<file path="src/rtl/alu_share_arbiter_pkg.sv">
// Shared definitions for the two-requester ALU arbiter: ALU control codes,
// the legal-op check and the arbiter state encoding.
package alu_share_arbiter_pkg;

  // ALU control codes understood by the shared ALU.
  localparam logic [3:0] AluAnd = 4'b0000;
  localparam logic [3:0] AluOr  = 4'b0001;
  localparam logic [3:0] AluAdd = 4'b0010;
  localparam logic [3:0] AluSub = 4'b0110;
  localparam logic [3:0] AluSlt = 4'b0111;

  typedef enum logic [0:0] {
    StIdle = 1'b0,
    StExec = 1'b1
  } arb_state_e;

  // True when the code is one the ALU actually implements.
  function automatic logic is_legal_op(input logic [3:0] op);
    logic legal;
    case (op)
      AluAnd, AluOr, AluAdd, AluSub, AluSlt: legal = 1'b1;
      default:                               legal = 1'b0;
    endcase
    return legal;
  endfunction

endpackage

</file>
<file path="src/rtl/alu_arb_resp_slot.sv">
// One registered response buffer with a valid/ready handshake toward its
// requester. A fill loads the payload and raises valid; valid drops on the
// edge where valid && ready.
module alu_arb_resp_slot #(
  parameter int unsigned DATA_W = 32,
  parameter int unsigned TAG_W  = 4
) (
  input  logic              clk,
  input  logic              reset,
  input  logic              fill,
  input  logic [DATA_W-1:0] fill_result,
  input  logic              fill_zero,
  input  logic              fill_err,
  input  logic [TAG_W-1:0]  fill_tag,
  input  logic              ready,
  output logic              valid,
  output logic [DATA_W-1:0] result,
  output logic              zero,
  output logic              err,
  output logic [TAG_W-1:0]  tag
);

  // Load on fill, clear valid on consume; payload holds until refilled.
  always_ff @(posedge clk or posedge reset) begin
    if (reset) begin
      valid  <= 1'b0;
      result <= '0;
      zero   <= 1'b0;
      err    <= 1'b0;
      tag    <= '0;
    end else if (fill) begin
      // The arbiter only fills an empty slot, so fill never races a consume.
      valid  <= 1'b1;
      result <= fill_result;
      zero   <= fill_zero;
      err    <= fill_err;
      tag    <= fill_tag;
    end else if (valid && ready) begin
      valid <= 1'b0;
    end
  end

endmodule

</file>
<file path="src/rtl/alu_share_arbiter.sv">
// Round-robin arbiter sharing one combinational ALU between two requesters.
// Each accepted legal op spends one cycle in EXEC driving the ALU, then the
// result lands in the owner's response slot. Illegal ops bypass the ALU and
// return err=1 directly. The ALU's ALUSrc select is tied to 0 at top level
// since operands arrive already resolved.
// Optional: define ALU_ARB_PERF_CNT_EN to add saturating grant/stall counters.
module alu_share_arbiter
  import alu_share_arbiter_pkg::*;
#(
  parameter int unsigned DATA_W = 32,
  parameter int unsigned TAG_W  = 4
) (
  input  logic              clk,
  input  logic              reset,
  input  logic [1:0]        req_valid,
  output logic [1:0]        req_ready,
  input  logic [DATA_W-1:0] req_a0,
  input  logic [DATA_W-1:0] req_b0,
  input  logic [DATA_W-1:0] req_a1,
  input  logic [DATA_W-1:0] req_b1,
  input  logic [3:0]        req_op0,
  input  logic [3:0]        req_op1,
  input  logic [TAG_W-1:0]  req_tag0,
  input  logic [TAG_W-1:0]  req_tag1,
  output logic [1:0]        resp_valid,
  input  logic [1:0]        resp_ready,
  output logic [DATA_W-1:0] resp_result0,
  output logic [DATA_W-1:0] resp_result1,
  output logic              resp_zero0,
  output logic              resp_zero1,
  output logic              resp_err0,
  output logic              resp_err1,
  output logic [TAG_W-1:0]  resp_tag0,
  output logic [TAG_W-1:0]  resp_tag1,
  output logic [DATA_W-1:0] alu_data1,
  output logic [DATA_W-1:0] alu_data2,
  output logic [3:0]        alu_ctrl,
`ifdef ALU_ARB_PERF_CNT_EN
  output logic [31:0]       grant_cnt0,
  output logic [31:0]       grant_cnt1,
  output logic [31:0]       stall_cnt,
`endif
  input  logic [DATA_W-1:0] alu_result,
  input  logic              alu_zero
);

  arb_state_e       state_q;
  logic             last_grant_q;
  logic             owner_q;
  logic [TAG_W-1:0] tag_q;

  logic [1:0]        eligible;
  logic              win_any;
  logic              win_idx;
  logic [DATA_W-1:0] sel_a;
  logic [DATA_W-1:0] sel_b;
  logic [3:0]        sel_op;
  logic [TAG_W-1:0]  sel_tag;
  logic              sel_legal;

  logic [1:0]        fill;
  logic [DATA_W-1:0] fill_result;
  logic              fill_zero;
  logic              fill_err;
  logic [TAG_W-1:0]  fill_tag;

  // Winner selection: registered resp_valid gates eligibility, ties go away
  // from the last grant.
  always_comb begin
    eligible = (state_q == StIdle) ? (req_valid & ~resp_valid) : 2'b00;
    win_any  = |eligible;
    case (eligible)
      2'b01:   win_idx = 1'b0;
      2'b10:   win_idx = 1'b1;
      2'b11:   win_idx = ~last_grant_q;
      default: win_idx = 1'b0;
    endcase
    req_ready = win_any ? (win_idx ? 2'b10 : 2'b01) : 2'b00;
  end

  // Request fields of the current winner.
  always_comb begin
    sel_a     = win_idx ? req_a1   : req_a0;
    sel_b     = win_idx ? req_b1   : req_b0;
    sel_op    = win_idx ? req_op1  : req_op0;
    sel_tag   = win_idx ? req_tag1 : req_tag0;
    sel_legal = is_legal_op(sel_op);
  end

  // Arbiter FSM; the ALU drive is registered and non-zero only during EXEC.
  always_ff @(posedge clk or posedge reset) begin
    if (reset) begin
      state_q      <= StIdle;
      last_grant_q <= 1'b1;
      owner_q      <= 1'b0;
      tag_q        <= '0;
      alu_data1    <= '0;
      alu_data2    <= '0;
      alu_ctrl     <= AluAnd;
    end else begin
      case (state_q)
        StIdle: begin
          if (win_any) begin
            last_grant_q <= win_idx;
            owner_q      <= win_idx;
            tag_q        <= sel_tag;
            if (sel_legal) begin
              state_q   <= StExec;
              alu_data1 <= sel_a;
              alu_data2 <= sel_b;
              alu_ctrl  <= sel_op;
            end
          end
        end
        StExec: begin
          state_q   <= StIdle;
          alu_data1 <= '0;
          alu_data2 <= '0;
          alu_ctrl  <= AluAnd;
        end
        default: state_q <= StIdle;
      endcase
    end
  end

  // Slot fill: ALU capture at the end of EXEC, or an immediate error reply.
  always_comb begin
    fill        = 2'b00;
    fill_result = '0;
    fill_zero   = 1'b0;
    fill_err    = 1'b0;
    fill_tag    = tag_q;
    if (state_q == StExec) begin
      fill[owner_q] = 1'b1;
      fill_result   = alu_result;
      fill_zero     = alu_zero;
    end else if (win_any && !sel_legal) begin
      fill[win_idx] = 1'b1;
      fill_err      = 1'b1;
      fill_tag      = sel_tag;
    end
  end

  alu_arb_resp_slot #(
    .DATA_W (DATA_W),
    .TAG_W  (TAG_W)
  ) u_slot0 (
    .clk         (clk),
    .reset       (reset),
    .fill        (fill[0]),
    .fill_result (fill_result),
    .fill_zero   (fill_zero),
    .fill_err    (fill_err),
    .fill_tag    (fill_tag),
    .ready       (resp_ready[0]),
    .valid       (resp_valid[0]),
    .result      (resp_result0),
    .zero        (resp_zero0),
    .err         (resp_err0),
    .tag         (resp_tag0)
  );

  alu_arb_resp_slot #(
    .DATA_W (DATA_W),
    .TAG_W  (TAG_W)
  ) u_slot1 (
    .clk         (clk),
    .reset       (reset),
    .fill        (fill[1]),
    .fill_result (fill_result),
    .fill_zero   (fill_zero),
    .fill_err    (fill_err),
    .fill_tag    (fill_tag),
    .ready       (resp_ready[1]),
    .valid       (resp_valid[1]),
    .result      (resp_result1),
    .zero        (resp_zero1),
    .err         (resp_err1),
    .tag         (resp_tag1)
  );

`ifdef ALU_ARB_PERF_CNT_EN
  // Saturating accept and stall counters.
  always_ff @(posedge clk or posedge reset) begin
    if (reset) begin
      grant_cnt0 <= '0;
      grant_cnt1 <= '0;
      stall_cnt  <= '0;
    end else begin
      if (win_any && !win_idx && (grant_cnt0 != '1)) grant_cnt0 <= grant_cnt0 + 32'd1;
      if (win_any && win_idx && (grant_cnt1 != '1))  grant_cnt1 <= grant_cnt1 + 32'd1;
      if ((|(req_valid & ~req_ready)) && (stall_cnt != '1)) stall_cnt <= stall_cnt + 32'd1;
    end
  end
`else
  // Counters absent in this build.
`endif

endmodule

</file>
<file path="config.mk">
export PLATFORM = sky130hd
export DESIGN_NAME = alu_share_arbiter
export DESIGN_NICKNAME = d
export VERILOG_FILES = /design/src/rtl/alu_share_arbiter_pkg.sv /design/src/rtl/alu_arb_resp_slot.sv /design/src/rtl/alu_share_arbiter.sv
export SDC_FILE = /design/constraint.sdc
export NUM_CORES = 1
export LEC_CHECK = 0
export BUFFER_PORTS_ARGS = -buffer_cell sky130_fd_sc_hd__buf_4
export CAP_MARGIN = 30
export CELL_PAD_IN_SITES_DETAIL_PLACEMENT = 1
export CELL_PAD_IN_SITES_GLOBAL_PLACEMENT = 1
export CORE_MARGIN = 10
export CORE_UTILIZATION = 37
export CTS_CLUSTER_SIZE = 14
export DETAILED_ROUTE_END_ITERATION = 10
export PLACE_DENSITY = 0.95
export SLEW_MARGIN = 20
export SYNTH_ARGS = -nofsm -noshare
export SYNTH_HDL_FRONTEND = slang
export SYNTH_SLANG_ARGS = --single-unit
</file>
<file path="constraint.sdc">
create_clock -name clk -period 9.24 [get_ports clk]
set_input_delay 0.924 -clock clk [delete_from_list [all_inputs] [get_ports clk]]
set_output_delay 0.924 -clock clk [all_outputs]
set_load 0.03 [all_outputs]
</file>
* Word level (Yosys, flattened, before mapping)
Cells that the tools add are included.
** Operators by class
- Multiplexer cells :: 37
- Equality and inequality tests :: 8
- Magnitude comparators :: 4
- Reductions and logical operators :: 13
- Bitwise operators :: 4
** Operators with widths (count)
- $mux 32 :: 7
- $pmux 32 s2 :: 2
- $mux 4 :: 6
- $mux 1 :: 12
- $mux 2 :: 5
- $eq 4x3->1 const B :: 2
- $pmux 4 s2 :: 1
- $logic_and 1x1->1 :: 5
- $reduce_or 5->1 :: 1
- $eq 2x2->1 const B :: 2
- $eq 4x1->1 const B :: 1
- $eq 4x2->1 const B :: 1
- $logic_not 4->1 :: 1
- $lt 1x2->1 const B :: 2
- $ne 2x2->1 const B :: 2
- $pmux 1 s2 :: 2
- $reduce_and 2->1 :: 2
- $reduce_bool 2->1 :: 2
- $and 2x2->2 :: 1
- $demux 1 s1 :: 2
- $ge 1x1->1 const B :: 2
- $not 1->1 :: 2
- $not 2->2 :: 1
- $reduce_or 2->1 :: 1
- $logic_not 1->1 :: 1
** Storage, ports and cells
- Register bits :: 153
- Logic and storage cells :: 83
- Output and inout bits :: 148
- Bits of input ports :: 183

* Longest topological paths before layout
Gate-level depths: netlist (run 1).
- Depth in word-level cells :: 14
- Depth in mapped cells :: 8
- Depth with buffers taken out :: 6

* Hierarchy
A second synthesis (run 1) with hierarchy kept.
** Second synthesis, totals
- Cell total of the unflattened synthesis :: 549
- Area, all modules :: 7265.7 um^2
** By module, submodules not included
- alu_share_arbiter :: cells an instance 381, area an instance 4285.4 um^2, seq. area each 1878.1 um^2, times used 1
- alu_arb_resp_slot :: cells an instance 84, area an instance 1490.2 um^2, seq. area each 975.9 um^2, times used 2

* Worst setup path after synthesis (run 1)
Ideal clock, no wire load.
- Path type :: input to output
- Start point :: in req_valid[0]
- End point :: out req_ready[0]
- Stages :: 4
- Slack :: 6.416 ns
- Arrival :: 1.900 ns
- Path buffers :: 0
- Cells stage by stage :: and3b_1 > or3_1 > inv_1 > nor2_1
** Between the ends
- Cells in the longest elaborated chain, start to end :: 6
** Ends and longest elaborated chain
- from (decl) :: line alu_share_arbiter.sv:15 : input logic [1:0] req_valid,
- $and 2x2->2 (*) :: line alu_share_arbiter.sv:70 : eligible = (state_q == StIdle) ? (req_valid & ~resp_valid) : 2'b00;
- $mux 2 (*) :: line alu_share_arbiter.sv:70
- $eq 2x2->1 :: line alu_share_arbiter.sv:72 : case (eligible)
- $pmux 1 s2 :: line alu_share_arbiter.sv:72
- $mux 2 :: line alu_share_arbiter.sv:78 : req_ready = win_any ? (win_idx ? 2'b10 : 2'b01) : 2'b00;
- $mux 2 (*) :: line alu_share_arbiter.sv:78
- to (decl) :: line alu_share_arbiter.sv:16 : output logic [1:0] req_ready,
Mark *: on every way between the ends. The rest lies on a longest branch, timed or not.

* Worst setup path after layout (run 1)
- Start point :: in req_valid[0]
- End point :: reg alu_data2[20]
** Between the ends
- Cells in the longest elaborated chain, start to end :: 10
** Ends and longest elaborated chain
- $and 2x2->2 (*) :: line alu_share_arbiter.sv:70
- $mux 2 (*) :: line alu_share_arbiter.sv:70
- $eq 2x2->1 :: line alu_share_arbiter.sv:72
- $pmux 1 s2 :: line alu_share_arbiter.sv:72
- $mux 4 :: line alu_share_arbiter.sv:85 : sel_op = win_idx ? req_op1 : req_op0;
- $eq 4x1->1, or another cell as far along :: line alu_share_arbiter_pkg.sv:20 : case (op)
- $reduce_or 5->1 :: line alu_share_arbiter_pkg.sv:20
- $mux 1 :: line alu_share_arbiter_pkg.sv:20
- $ne 2x2->1 (no source line)
- $reduce_and 2->1 (no source line)
- to (signal assigned) :: line alu_share_arbiter.sv:110 : alu_data2 <= sel_b;
- to (decl) :: line alu_share_arbiter.sv:36 : output logic [DATA_W-1:0] alu_data2,
Mark *: on every way between the ends. The rest lies on a longest branch, timed or not. The select of a mux whose other input is x is not followed.
A chain may end at the register's enable or synchronous reset.

==> metrics.txt, run 1 <==
post-CTS sizing=0; Reg-to-Reg End=alu_data2[20]; EDFF count, synth=0; total power draw=approximately 3.5 mW; HP Class=in2async; Max Freq=~280 MHz; Max Root-Sink Buffers=2; actual slew at the worst max-slew pin=0.841 ns; chip height=~160 um; CP endpoint kind=flip-flop; initial antenna violation count=0; Max-slew headroom=0.440; setup TNS=0 ns; vias in the first global route=around 7,200; largest net degree at the start of global routing=about 100; Synth area leader=dfrtp_1; Seq/Total Area, Yosys=0.551; Synth Register Bits=~150; warnings from Yosys=0; min Tclk post-route=between 3 and 4 ns; R2R depth=6; Worst setup SP type=input port; MaxCap Viol Count=0; final instance area=10,200 um2; # hold bufs at CTS=0; Mapped Avg Cell Area=10.3 um2; Crit-path slowest cell=buf_4; clk root buf=clkbuf_16; Worst EP required=between 9 and 10 ns; pwr dens=345 nW/um2; Synth Flop Type=dfrtp_1; final clock skew=0.0130 ns; initial core utilization=0.374; RSZ-0062 raised after global routing=false; Post-route DRC=0; placed instance area=9630 um2; Max stage delay on crit path=just under 0.8 ns; Synth area leaders=dfrtp_1 55%, mux2i_1 20%, nand2_1 7.8%; 1st-iter DRT viols=290; CP Data Arrival Time=roughly 4 ns; final core occ=0.551; Worst IR Drop VDD=roughly 0.17 mV; Detail Route Antenna Nets=0; die width=around 160 um; CTS buffer count=17; run status=finished, final reports clean; Netlist cell types=29; ordered cell list for the critical path=buf_4 -> and3b_1 -> or3_4 -> mux2i_4 -> nor2_4 -> buf_4 -> mux2i_1; H-tree levels=4; Mapped Nets=about 860; share of post-route cells with drive strength above 1=0.388; Skew-Pair Late Insertion Delay=0.43 ns; Final Max Slew Viols=0; Vias/cell=5.14; synthesized area=around 7000 um2; Post-synth top cells=152 x dfrtp_1, 145 x nand2_1, 138 x mux2i_1; full die area=24,700 um2; core area=about 19,000 um2; most numerous cell in the Yosys netlist=dfrtp_1; CTS tree=built; Fin. Hold Viols=0; DP Wirelength=21.5 mm; CTS Sinks=~150; r2r setup slk=between 5 and 6 ns; DR vias=about 6,300; Fin Hold WS=0.454 ns; first-pass GRT wire length=around 42 mm; # nets final=approximately 1,200; antenna fix cells=0; drt total wl=28.3 mm; ys async rst share=1.00; DRT Pass-1 Iters=4; DR WL/cell=22.9 um; Setup Buffers After CTS=0; Yosys top cell area share=0.547; crit-path most repeated cell=buf_4; Worst Path Max Fanout=50; critical path type=in2reg; Layout area overhead=47.3%; grt ovf=0; Port-buffer cells=330; GP Congestion=between 0.8 and 0.9; Reg clk slew, reported paths=~0.07 ns; Worst path top cell family by delay=simple AND/OR/NAND/NOR gates; Final Cycle Share=0.388; RR Startpoint=u_slot1.valid; leakage dissipation=approximately 5.5 nW; final setup vio count=0; Tot GR Track Use=0.225; row cnt=50; cells after synthesis=674; Crit path buffers/inverters=2; Top Ports=roughly 330
metrics by stage:
step | cells | setup slack [ns]
6_report | 1232 | 5.65
5_1_grt | 1232 | 5.51
4_1_cts | 1231 | 5.66
3_5_place_dp | 1199 | 5.30
3_3_place_gp | 1198 | 5.40
2_1_floorplan | 674 | 4.20
report_power, final:
part	total, mW	switching, mW	leakage [nW]	internal (mW)
Sequential	1.09	0.168	2.00	0.922
Combinational	1.73	1.12	3.19	0.611
Clock	0.713	0.309	0.280	0.404
flip-flops by register name, summed over array words and instances, names as in the netlist, 4 cells and up:
register and flops:
alu_data1 32, alu_data2 32, u_slot0.result 32, u_slot1.result 32, alu_ctrl 4, tag_q 4, u_slot0.tag 4, u_slot1.tag 4
cells in the final DEF (no fill, tap or decap), drive strengths merged:
master	count
buf	341
dfrtp	152
nand2	145
mux2i	139
nand3	66
inv	45
o21ai	44
clkbuf	17
nor2	8
a21oi	6
a221o	4
a31o	4
clkinvlp	4
clkinv	4
and3b	3
nand2b	2
nor2b	2
nor3	2
bufinv	2
or3	2
a2bb2oi	1
a21o	1
and2	1
a31oi	1
nor3b	1
dfstp	1
logic make-up (layout without fill, tap and decap cells):
logic type | Yosys count | after routing | share of synthesized area
compound gates | 61 | 61 | 0.0500
buf+inv | 89 | 413 | 0.0536
flops | 153 | 153 | 0.551
mux | 139 | 139 | 0.202
simple gates | 232 | 232 | 0.144
per-layer routing:
metal,vias up,track usage,wire length (um)
met2,267,0.393,14500
met4,0,0.0837,761
li1,2879,-,-
met5,-,0,0
met1,3135,0.247,10600
met3,47,0.0794,2390
cell type report:
type	instances	area [um2]
clock buffers	17	425
flip-flops and latches	153	3830
clock inverters	15	166
repair buffers	341	2590
well taps	234	293
fillers	2064	8340
inverters	40	155
multi-input cells	432	2790
worst max path at each step:
stage                       from            end  slack, ns  cells past startpoint
finish              req_valid[0]  alu_data2[20]       5.65                      7
global route        req_valid[0]  alu_data2[20]       5.51                      7
CTS                 req_valid[0]  alu_data2[20]       5.66                      7
detailed placement  req_valid[0]  alu_data2[20]       5.30                      7
global placement    req_valid[0]  alu_data2[10]       5.40                      7
floorplan                  reset    alu_ctrl[0]       4.20                      1
Note: power is estimated with default switching activity, not from simulation.
==> run 2, diff against run 1 <==
--- a/config.mk
+++ b/config.mk
@@ -5,15 +5,16 @@
 export SDC_FILE = /design/constraint.sdc
 export NUM_CORES = 1
 export LEC_CHECK = 0
+export ABC_AREA = 1
 export BUFFER_PORTS_ARGS = -buffer_cell sky130_fd_sc_hd__buf_4
 export CAP_MARGIN = 30
 export CELL_PAD_IN_SITES_DETAIL_PLACEMENT = 1
 export CELL_PAD_IN_SITES_GLOBAL_PLACEMENT = 1
 export CORE_MARGIN = 10
-export CORE_UTILIZATION = 37
+export CORE_UTILIZATION = 33
 export CTS_CLUSTER_SIZE = 14
 export DETAILED_ROUTE_END_ITERATION = 10
-export PLACE_DENSITY = 0.95
+export PLACE_DENSITY = 0.9
 export SLEW_MARGIN = 20
 export SYNTH_ARGS = -nofsm -noshare
 export SYNTH_HDL_FRONTEND = slang
==> constraint.sdc (replaced) <==
create_clock -name clk -period 3.8 [get_ports clk]
set_input_delay 0.38 -clock clk [delete_from_list [all_inputs] [get_ports clk]]
set_output_delay 0.38 -clock clk [all_outputs]
set_load 0.03 [all_outputs]
==> run 2 against run 1 <==
Compared with the run above:
- worst hold slack got worse by 0.34 ns
- power grew to 2.6 times the previous value
- non-clock buffer count up 1
- flip-flop and latch count unchanged
- register-to-register slack worse by 5.1 ns
==> metrics.txt, run 2 <==
ordered cell list for the critical path=nor2_4 -> nand2_2 -> inv_2 -> buf_4 -> buf_4; adder and majority gate portion of the synthesized area=0 (unchanged); largest net degree at the start of global routing=68 (-33%); Yosys top cell area share=0.535 (-0.0122); Detail Route Antenna Nets=0 (unchanged); main combinational cell family by area after synthesis=simple AND/OR/NAND/NOR gates; clk root buf=clkbuf_16; Vias/cell=4.92 (-4.2%); mux share of post-synthesis cell area=0.00563 (-0.196); crit-path most repeated cell=buf_4; Worst setup SP type=flip-flop; final core occ=0.489 (-0.0621); Final Max Slew Viols=0 (unchanged); simple-gate area share of the yosys netlist=0.315 (+0.171); Synth Area in Compound Gates=0.0751 (+0.0251); Max Freq=around 310 MHz; Crit path buffers/inverters=3 (+1); most frequent cells in the layout=340 x buf_4, 337 x nand2_1, 152 x dfrtp_1; synthesized area=7110 um2 (+2.3%); Reg clk slew, reported paths=0.06 ns (about the same); CTS tree=built; met2 Use GR=0.362 (-0.0307); DR vias=7,057 (+12%); chip height=167 um (+6.2%); Max Root-Sink Buffers=2 (unchanged); share of post-route cells with drive strength above 1=0.375 (-0.0127); GP Congestion=0.835 (+0.53%); vias in the first global route=7,728 (+6.7%); first-pass GRT wire length=45.3 mm (+6.9%); RSZ-0062 raised after global routing=false; # nets final=1,328 (+14%); Finished Layout Cells=1,434 (+16%); most used routing layer=met2; H-tree levels=4 (unchanged); Net Sw Frac=0.478 (+0.0258); initial core utilization=0.337 (-0.0370); XOR/XNOR share of the synthesized area=0 (unchanged); Port-buffer cells=330 (unchanged); Gate power share=0.527 (+0.037); most common cell after layout, fill and taps aside=buf_4; MaxCap Viol Count=0 (unchanged); run status=finished, final reports clean; setup TNS=0 ns (unchanged); actual slew at the worst max-slew pin=0.847 ns (+0.00634 ns); DP Wirelength=22.0 mm (+2.2%); clock power share=0.174 (-0.028); DR WL/cell=20.6 um (-10%); most numerous cell in the Yosys netlist=nand2_1; Seq pwr share=0.299 (-0.009); Synth area leader=dfrtp_1; CTS buffer count=17 (unchanged); Worst IR Drop VDD=0.358 mV (+120%); Mapped Avg Cell Area=8.45 um2 (-18%); CP Data Arrival Time=2.83 ns (-1.06 ns); Worst Path Max Fanout=53 (+6.0%); HP Class=in2async; pwr dens=892 nW/um2 (+160%); Tot GR Track Use=0.206 (-0.0195); final setup vio count=0 (unchanged); Worst path top cell family by delay=buffers and inverters; CTS Sinks=153 (unchanged); warnings from Yosys=0 (unchanged); Post-synth top cells=337 x nand2_1, 152 x dfrtp_1, 91 x nand3_1; Synth Flop Type=dfrtp_1; Worst EP required=3.42 ns (-6.12 ns); final clock skew=0.0117 ns (-0.00134 ns); EDFF count, synth=0 (unchanged); Mapped Nets=1,025 (+20%); met3 GRT Util=0.0464 (-0.0331); Top Ports=331 (unchanged); Synth area leaders=dfrtp_1 53%, nand2_1 18%, o211ai_1 7.0%; Seq/Total Area, Yosys=0.538 (-0.0123); Fin. Hold Viols=0 (unchanged); Layout area overhead=45.1%; Cell Int Power=4.81 mW (+150%); critical path type=reg2out; CP endpoint kind=output pin; Setup Buffers After CTS=0 (unchanged); met1 usage in global routing=0.238 (-0.00840); Skew-Pair Late Insertion Delay=0.41 ns (-0.02 ns); Netlist cell types=27 (-6.9%); DP Cell Count=1,401 (+17%); Max stage delay on crit path=0.61 ns (-0.16 ns); DRT Pass-1 Iters=4 (unchanged); Final Cycle Share=0.845; cells after synthesis=842 (+25%); 1st-iter DRT viols=464 (+60%); drt total wl=29.5 mm (+4.3%); post-CTS sizing=0 (unchanged); initial antenna violation count=0 (unchanged); row cnt=53 (+6.0%); grt ovf=0 (unchanged); die width=167 um (+6.2%); P_sw=4.40 mW (+180%); leakage dissipation=5.92 nW (+8.2%); Synth Register Bits=153 (unchanged); full die area=27,800 um2 (+13%); Max-slew headroom=0.433 (-0.00623); Crit-path slowest cell=dfrtp_1; core area=21,100 um2 (+13%); ys async rst share=1.00 (unchanged); Post-route DRC=0 (unchanged); # hold bufs at CTS=0 (unchanged); min Tclk post-route=roughly 3.2 ns
==> run 2: power by group through the flow <==
| stage | Clock (mW) | Sequential [mW] | Combinational (mW) |
|---|---|---|---|
| after detailed placement | 0 | 2.77 | 4.92 |
| after global placement | 0 | 2.73 | 4.79 |
| after global routing | 1.72 | 2.84 | 5.24 |
| after floorplan | 0 | 3.93 | 1.80 |
| after CTS | 1.65 | 2.76 | 4.93 |
| final | 1.60 | 2.76 | 4.85 |
==> run 2: kinds of logic after synthesis <==
logic type / after synthesis
and+or+nand+nor: 506
DFF: 153
buffers and inverters: 106
muxes: 4
AOI/OAI and AO/OA: 73
==> run 2: layout make-up <==
| type | instances | area, um2 |
|---|---|---|
| timing repair buffer | 342 | 2590 |
| inverter | 48 | 184 |
| clock inverter | 10 | 95.1 |
| fill | 2532 | 10800 |
| sequential | 153 | 3830 |
| multi-input combinational | 583 | 2820 |
| antenna | 2 | 5.00 |
| clock buffer | 21 | 450 |
| tap | 275 | 344 |
==> run 2: per-stage QoR <==
stage	power, mW	area [um2]	worst slack [ns]	hold WS, ns
floorplan	5.72	7120	1.49	0.450
global placement	7.52	9770	0.758	0.460
detailed placement	7.69	9770	0.552	0.464
CTS	9.34	10300	0.548	0.111
global route	9.80	10300	0.296	0.144
finish	9.21	10300	0.589	0.114
==> run 2: metal layers <==
metal,vias up,wire length (um)
met5,-,0
met4,0,994
met3,46,1370
met2,205,15400
met1,3509,11700
li1,3297,-
==> run 2: worst paths after layout <==
| path | from | endpoint | slack, ns | cells past startpoint |
|---|---|---|---|---|
| max | state_q | req_ready[1] | 0.59 | 5 |
| min | reset | u_slot1.tag[2] | 0.11 | 2 |
| max reg2reg | state_q | u_slot0.result[0] | 0.59 | 9 |
| min reg2reg | alu_ctrl[0] | alu_ctrl[0] | 0.48 | 2 |
| max in group asynchronous | reset | u_slot1.result[26] | 2.89 | 3 |
| min in group clk | resp_ready[0] | u_slot0.valid | 0.17 | 2 |
